===== src/rtl/request_node_pkg.sv =====
// Shared types and helpers for the requester-side interconnect node.
// State encodings, default widths and the address-to-CN decode helper.
package request_node_pkg;

    typedef enum logic [2:0] {
        RN_IDLE   = 3'd0,
        RN_REQ    = 3'd1,
        RN_SETUP  = 3'd2,
        RN_ACCESS = 3'd3,
        RN_DONE   = 3'd4
    } rn_state_t;

    localparam int DEF_ADDR_WIDTH = 32;
    localparam int DEF_DATA_WIDTH = 32;
    localparam int DEF_TIMEOUT    = 64;

    // Target code 3 has no CN behind it.
    localparam logic [1:0] TGT_ERR = 2'd3;

    function automatic logic [2:0] tgt_onehot(input logic [1:0] tgt);
        logic [2:0] oh;
        case (tgt)
            2'd0:    oh = 3'b001;
            2'd1:    oh = 3'b010;
            2'd2:    oh = 3'b100;
            default: oh = 3'b000;
        endcase
        return oh;
    endfunction

endpackage


===== src/rtl/request_node_flit_codec.sv =====
// Combinational packing of request flits and selection/unpacking of the
// targeted CN's response flit; field order matches complete_node.
module rn_flit_codec
    import request_node_pkg::*;
#(
    parameter int ADDR_WIDTH     = DEF_ADDR_WIDTH,
    parameter int DATA_WIDTH     = DEF_DATA_WIDTH,
    parameter int REQ_FLIT_WIDTH = ADDR_WIDTH + DATA_WIDTH + DATA_WIDTH/8 + 8,
    parameter int RSP_FLIT_WIDTH = DATA_WIDTH + 2
) (
    input  logic [ADDR_WIDTH-1:0]     paddr,
    input  logic [2:0]                pprot,
    input  logic                      pnse,
    input  logic                      psel,
    input  logic                      penable,
    input  logic                      pwrite,
    input  logic [DATA_WIDTH-1:0]     pwdata,
    input  logic [DATA_WIDTH/8-1:0]   pstrb,
    input  logic                      pwakeup,
    output logic [REQ_FLIT_WIDTH-1:0] txreq,
    input  logic [1:0]                tgt,
    input  logic [RSP_FLIT_WIDTH-1:0] rxrsp_1,
    input  logic [RSP_FLIT_WIDTH-1:0] rxrsp_2,
    input  logic [RSP_FLIT_WIDTH-1:0] rxrsp_3,
    output logic                      rsp_pready,
    output logic [DATA_WIDTH-1:0]     rsp_prdata,
    output logic                      rsp_pslverr
);

    logic [RSP_FLIT_WIDTH-1:0] rsp_sel;

    assign txreq = {paddr, pprot, pnse, psel, penable, pwrite, pwdata, pstrb, pwakeup};

    always_comb begin
        rsp_sel = '0;
        case (tgt)
            2'd0:    rsp_sel = rxrsp_1;
            2'd1:    rsp_sel = rxrsp_2;
            2'd2:    rsp_sel = rxrsp_3;
            default: rsp_sel = '0;
        endcase
    end

    assign rsp_pready  = rsp_sel[RSP_FLIT_WIDTH-1];
    assign rsp_prdata  = rsp_sel[DATA_WIDTH:1];
    assign rsp_pslverr = rsp_sel[0];

endmodule


===== src/rtl/request_node.sv =====
// Requester node: takes one APB transfer, hands it to the decoded CN over the
// rn_valid/cn_ready handshake and ICN flits, and returns the CN's completion.
//
// state  | meaning
// IDLE   | waiting for an APB setup cycle; latches request and target
// REQ    | rn_valid raised, waiting for cn_ready (bounded by TIMEOUT)
// SETUP  | flit carries psel=1, penable=0
// ACCESS | flit carries psel=1, penable=1; waiting for targeted CN's pready
// DONE   | one-cycle s_pready with captured data/error
module request_node
    import request_node_pkg::*;
#(
    parameter int ADDR_WIDTH     = DEF_ADDR_WIDTH,
    parameter int DATA_WIDTH     = DEF_DATA_WIDTH,
    parameter int REQ_FLIT_WIDTH = ADDR_WIDTH + DATA_WIDTH + DATA_WIDTH/8 + 8,
    parameter int RSP_FLIT_WIDTH = DATA_WIDTH + 2,
    parameter int TIMEOUT        = DEF_TIMEOUT
) (
    input  logic                      pclk,
    input  logic                      preset,
    input  logic [ADDR_WIDTH-1:0]     s_paddr,
    input  logic [2:0]                s_pprot,
    input  logic                      s_pnse,
    input  logic                      s_psel,
    input  logic                      s_penable,
    input  logic                      s_pwrite,
    input  logic [DATA_WIDTH-1:0]     s_pwdata,
    input  logic [DATA_WIDTH/8-1:0]   s_pstrb,
    input  logic                      s_pwakeup,
    output logic                      s_pready,
    output logic [DATA_WIDTH-1:0]     s_prdata,
    output logic                      s_pslverr,
    output logic [2:0]                rn_valid,
    input  logic [2:0]                cn_ready,
    output logic [REQ_FLIT_WIDTH-1:0] icn_txreq,
    input  logic [RSP_FLIT_WIDTH-1:0] icn_rxrsp_1,
    input  logic [RSP_FLIT_WIDTH-1:0] icn_rxrsp_2,
    input  logic [RSP_FLIT_WIDTH-1:0] icn_rxrsp_3
);

    localparam int             TW      = $clog2(TIMEOUT + 1);
    localparam logic [TW-1:0]  TO_LAST = TW'(TIMEOUT - 1);

    rn_state_t                 state;
    logic [TW-1:0]             to_cnt;
    logic [1:0]                tgt;
    logic [ADDR_WIDTH-1:0]     r_paddr;
    logic [2:0]                r_pprot;
    logic                      r_pnse;
    logic                      r_pwrite;
    logic [DATA_WIDTH-1:0]     r_pwdata;
    logic [DATA_WIDTH/8-1:0]   r_pstrb;
    logic                      r_pwakeup;
    logic                      f_psel;
    logic                      f_penable;
    logic                      rsp_pready;
    logic [DATA_WIDTH-1:0]     rsp_prdata;
    logic                      rsp_pslverr;
    logic [1:0]                dec_tgt;

    assign dec_tgt = s_paddr[ADDR_WIDTH-1 -: 2];

    rn_flit_codec #(
        .ADDR_WIDTH     (ADDR_WIDTH),
        .DATA_WIDTH     (DATA_WIDTH),
        .REQ_FLIT_WIDTH (REQ_FLIT_WIDTH),
        .RSP_FLIT_WIDTH (RSP_FLIT_WIDTH)
    ) u_codec (
        .paddr       (r_paddr),
        .pprot       (r_pprot),
        .pnse        (r_pnse),
        .psel        (f_psel),
        .penable     (f_penable),
        .pwrite      (r_pwrite),
        .pwdata      (r_pwdata),
        .pstrb       (r_pstrb),
        .pwakeup     (r_pwakeup),
        .txreq       (icn_txreq),
        .tgt         (tgt),
        .rxrsp_1     (icn_rxrsp_1),
        .rxrsp_2     (icn_rxrsp_2),
        .rxrsp_3     (icn_rxrsp_3),
        .rsp_pready  (rsp_pready),
        .rsp_prdata  (rsp_prdata),
        .rsp_pslverr (rsp_pslverr)
    );

    always_ff @(posedge pclk or posedge preset) begin
        if (preset) begin
            state     <= RN_IDLE;
            to_cnt    <= '0;
            tgt       <= '0;
            r_paddr   <= '0;
            r_pprot   <= '0;
            r_pnse    <= 1'b0;
            r_pwrite  <= 1'b0;
            r_pwdata  <= '0;
            r_pstrb   <= '0;
            r_pwakeup <= 1'b0;
            f_psel    <= 1'b0;
            f_penable <= 1'b0;
            rn_valid  <= '0;
            s_pready  <= 1'b0;
            s_prdata  <= '0;
            s_pslverr <= 1'b0;
        end else begin
            // Completion outputs are single-cycle; only the DONE entry sets them.
            s_pready  <= 1'b0;
            s_prdata  <= '0;
            s_pslverr <= 1'b0;
            case (state)
                RN_IDLE: begin
                    if (s_psel && !s_penable) begin
                        r_paddr   <= s_paddr;
                        r_pprot   <= s_pprot;
                        r_pnse    <= s_pnse;
                        r_pwrite  <= s_pwrite;
                        r_pwdata  <= s_pwdata;
                        r_pstrb   <= s_pstrb;
                        r_pwakeup <= s_pwakeup;
                        tgt       <= dec_tgt;
                        if (dec_tgt == TGT_ERR) begin
                            state     <= RN_DONE;
                            s_pready  <= 1'b1;
                            s_pslverr <= 1'b1;
                        end else begin
                            state    <= RN_REQ;
                            rn_valid <= tgt_onehot(dec_tgt);
                            to_cnt   <= '0;
                        end
                    end
                end
                RN_REQ: begin
                    // rn_valid is one-hot on the target, so this masks off other CNs.
                    if ((cn_ready & rn_valid) != 3'b000) begin
                        state  <= RN_SETUP;
                        f_psel <= 1'b1;
                    end else if (to_cnt == TO_LAST) begin
                        state     <= RN_DONE;
                        rn_valid  <= '0;
                        s_pready  <= 1'b1;
                        s_pslverr <= 1'b1;
                    end else begin
                        to_cnt <= to_cnt + 1'b1;
                    end
                end
                RN_SETUP: begin
                    state     <= RN_ACCESS;
                    f_penable <= 1'b1;
                end
                RN_ACCESS: begin
                    if (rsp_pready) begin
                        state     <= RN_DONE;
                        rn_valid  <= '0;
                        f_psel    <= 1'b0;
                        f_penable <= 1'b0;
                        s_pready  <= 1'b1;
                        s_prdata  <= rsp_prdata;
                        s_pslverr <= rsp_pslverr;
                    end
                end
                RN_DONE: begin
                    state <= RN_IDLE;
                end
                default: begin
                    state     <= RN_IDLE;
                    rn_valid  <= '0;
                    f_psel    <= 1'b0;
                    f_penable <= 1'b0;
                end
            endcase
        end
    end

endmodule

===== config.mk =====
export PLATFORM = sky130hd
export DESIGN_NAME = request_node
export DESIGN_NICKNAME = d
export VERILOG_FILES = /design/src/rtl/request_node_pkg.sv /design/src/rtl/request_node_flit_codec.sv /design/src/rtl/request_node.sv
export SDC_FILE = /design/constraint.sdc
export NUM_CORES = 1
export LEC_CHECK = 0
export ABC_AREA = 1
export BUFFER_PORTS_ARGS = -buffer_cell sky130_fd_sc_hd__buf_2
export CORE_AREA = 2 2 114 116
export CTS_CLUSTER_SIZE = 24
export DETAILED_ROUTE_END_ITERATION = 12
export DIE_AREA = 0 0 116 118
export GPL_TIMING_DRIVEN = 1
export MAX_ROUTING_LAYER = met4
export PLACE_DENSITY = 0.88
export RECOVER_POWER = 50
export SYNTH_ARGS = -nofsm -noshare
export SYNTH_HDL_FRONTEND = slang
export SYNTH_SLANG_ARGS = --single-unit
export TNS_END_PERCENT = 20

===== constraint.sdc =====
create_clock -name pclk -period 10.4 [get_ports pclk]
set_input_delay 0.52 -clock pclk [delete_from_list [all_inputs] [get_ports pclk]]
set_output_delay 0.52 -clock pclk [all_outputs]
set_load 0.05 [all_outputs]

==> results by group <==
Status
  – Outcome: finished with violations
  – Violated checks: capacitance limit, slew limit

Routing
  – Wire per inst: roughly 15 µm
  – Total Routed Length: 14600 µm
  – Vias per cell: 4.73
  – DR iter-0 viols: 234
  – DR DRC count: 0
  – Final ANT Viol Nets: 0
  – Vias: ~4600
  – Pre-Repair DR Iteration Count: 4

Synth
  – Synth async-reset ratio: between 90% and 100%
  – Post-Syn Area: 5220 µm²
  – Synth Flop Type: dfrtp_1
  – Synth warnings: 0
  – FF+latch count, synth: 123
  – Synth top area share: 59.0%
  – Synth top cells by count: 149 x nand2_1, 123 x dfrtp_1, 70 x mux2_2
  – Post-synthesis area per instance: 10.7 µm²
  – Largest family of logic cells by synthesized area: multiplexers
  – Compound-Gate Fraction of Synth Area: 5.32%
  – Synth top area cells: dfrtp_1 59%, mux2_2 15%, nand2_1 11%
  – Post-Syn Nets: around 670
  – XOR/XNOR Fraction of Synth Area: less than 1%
  – Synth area leader: dfrtp_1
  – Mux cell area share after synthesis: 15.5%
  – Most frequent cell after synthesis: nand2_1
  – Register area share after synthesis: a little under 60%
  – Mapped Cells: 489
  – Netlist cell types: 24
  – Post-synth EDFFs: 0
  – Synth Area in Simple Gates: 15.3%
  – Post-Synth Adder-Cell Area: 0.240%

Floorplanning
  – Row cnt: between 40 and 50
  – Initial Util: 42.0%
  – DIE WIDTH: 116 µm
  – Die area: 13700 µm²
  – Die Span Y: approximately 120 µm
  – Top Ports: 296
  – Core Region: 12400 µm²

Clock network
  – Root buf cell: clkbuf_16
  – CTS max path bufs: 2
  – Setup bufs post-CTS: 0
  – Worst-path clk slew: 0.05 ns
  – Post-CTS sizing: 0
  – Clk sink count: about 120
  – CTS Buf Count: 17
  – Htree depth: 4
  – CTS tree: done
  – Clk_lat worst skew: ~0.4 ns
  – CTS Hold Bufs: 0

Critical path
  – CP Launch Type: input pin
  – Top delay family on crit path: buffers and inverters
  – Critical path arrival: around 4.6 ns
  – Setup CP Type: in -> async
  – Critical Path Max Stage Delay: roughly 2.7 ns
  – CP Cell Sequence: buf_1 -> clkinvlp_2 -> clkbuf_1
  – Worst Path Buf+Inv: 3
  – Critical Path RT: 10.07 ns
  – Crit path max-delay cell type: clkbuf_1
  – Crit Path Max Fanout: 71
  – Setup crit end kind: asynchronous set/reset pin

Placed design
  – HPWL after DPL: approximately 11000 µm
  – Gpl congestion: 0.844
  – Port Buffers: 295

Power and ir drop
  – Total Power: around 2.5 mW
  – PwrDens: 351 nW/µm²
  – Max IR drop VDD: 0.117 mV
  – P_leak: 3.54 nW

Finish
  – Share of cells above drive strength 1: a little under two fifths
  – Final #Nets: roughly 970
  – Area grow syn2layout: 38.8%
  – N_diodes: 0

STA
  – Slew @ Worst Pin: 3.65 ns
  – Unrepaired setup endpoints after global routing: false
  – Relative slew margins: -143%
  – Fin crit share: 47.8%
  – Setup violations, final: 0
  – Fmax: 201 MHz
  – Clock skew: 0.00536 ns
  – Final setup TNS: 0 ns
  – Final hold violations: 0
  – Final Slew Violations: approximately 130
  – Min Tclk post-route: 4.98 ns

GRT
  – Largest net degree at the start of global routing: 77
  – Initial antenna violation count: 0
  – Vias in the first global route: 4474
  – First-pass GRT wire length: 22300 µm
  – Total GRT Usage: about 22%
  – GR Overflow Total: 0

Run
  – Maxcap violations: 2

Worst hold path
  – Hold/Removal Path Class: in -> reg
sequential cells by signal (all words and copies together) (netlist names):
signal	count
s_pslverr	1
f_penable	1
s_prdata	32
r_pwdata	32
r_pprot	3
rn_valid	3
s_pready	1
r_pwrite	1
r_pnse	1
r_pstrb	4
to_cnt	7
state	3
r_paddr	30
r_pwakeup	1
tgt	2
f_psel	1
kinds of logic (layout without fill, tap and decap cells):
kind of cell | after synthesis | after routing
adders and majority gates | 1 | 1
muxes | 72 | 72
DFF | 123 | 123
and+or+nand+nor | 201 | 201
buffers and inverters | 45 | 350
xor gates and xnor gates | 1 | 1
AOI/OAI and AO/OA | 46 | 46
final timing paths:
path / from / endpoint / slack [ns] / cells after the start
setup / recovery: preset / r_pprot[2] / 5.42 / 3
hold reg to reg: f_psel / f_psel / 0.48 / 2
hold / removal: s_pwdata[2] / r_pwdata[2] / 0.33 / 2
max in group pclk: tgt[0] / s_prdata[23] / 7.37 / 5
setup reg to reg: tgt[0] / s_prdata[23] / 7.37 / 5
min in group asynchronous: preset / r_pwdata[15] / 0.72 / 2
metrics by stage:
| stage | setup slack, ns | cell area (µm²) | util, % | hold slack (ns) | instances |
|---|---|---|---|---|---|
| finish | 5.42 | 7240 | 58.3 | 0.326 | 966 |
| global route | 4.30 | 7240 | 58.3 | 0.324 | 966 |
| CTS | 7.38 | 7390 | 59.5 | 0.235 | 966 |
| detailed placement | 7.40 | 6790 | 54.7 | 0.475 | 935 |
| global placement | 7.50 | 6790 | 54.7 | 0.457 | 935 |
| floorplan | 6.61 | 5220 | - | 0.442 | 489 |
cell type report:
type,instances,area (µm²)
fill,1107,5170
sequential,123,3080
multi-input combinational,321,1910
timing repair buffer,299,1360
clock buffer,19,453
tap,172,215
clock inverter,12,148
inverter,20,76.3
metal layers:
| layer | global-route usage, % | part of all wire, % | up-vias |
|---|---|---|---|
| li1 | - | - | 2215 |
| met1 | 24.3 | 40 | 2107 |
| met2 | 37.8 | 50 | 229 |
| met3 | 6.39 | 8.0 | 20 |
| met4 | 7.81 | 2.1 | 0 |
| met5 | - | 0 | - |
cell usage in the layout, fill, tap and decap left out, types with 2 or more instances in the layout:
cell          n
buf_2       181
dfrtp_1     123
a21oi_1       5
clkbuf_1    114
nor3_1        3
nand3_1      22
nor2_1       20
a31oi_1      32
clkbuf_16    17
nand2_2       2
mux2_1        2
clkinvlp_4    2
clkbuf_8      2
clkinv_4      2
nand2_1     149
nor2_2        4
bufinv_16     3
clkinv_2      5
buf_4         3
inv_1        18
o21ai_0       6
mux2_2       70
where the power goes:
part           leakage, nW  switching (mW)  internal (mW)
logic                 1.68           0.926          0.280
registers             1.56          0.0968          0.653
clock network        0.294           0.202          0.386
Note: power is estimated with default switching activity, not from simulation.
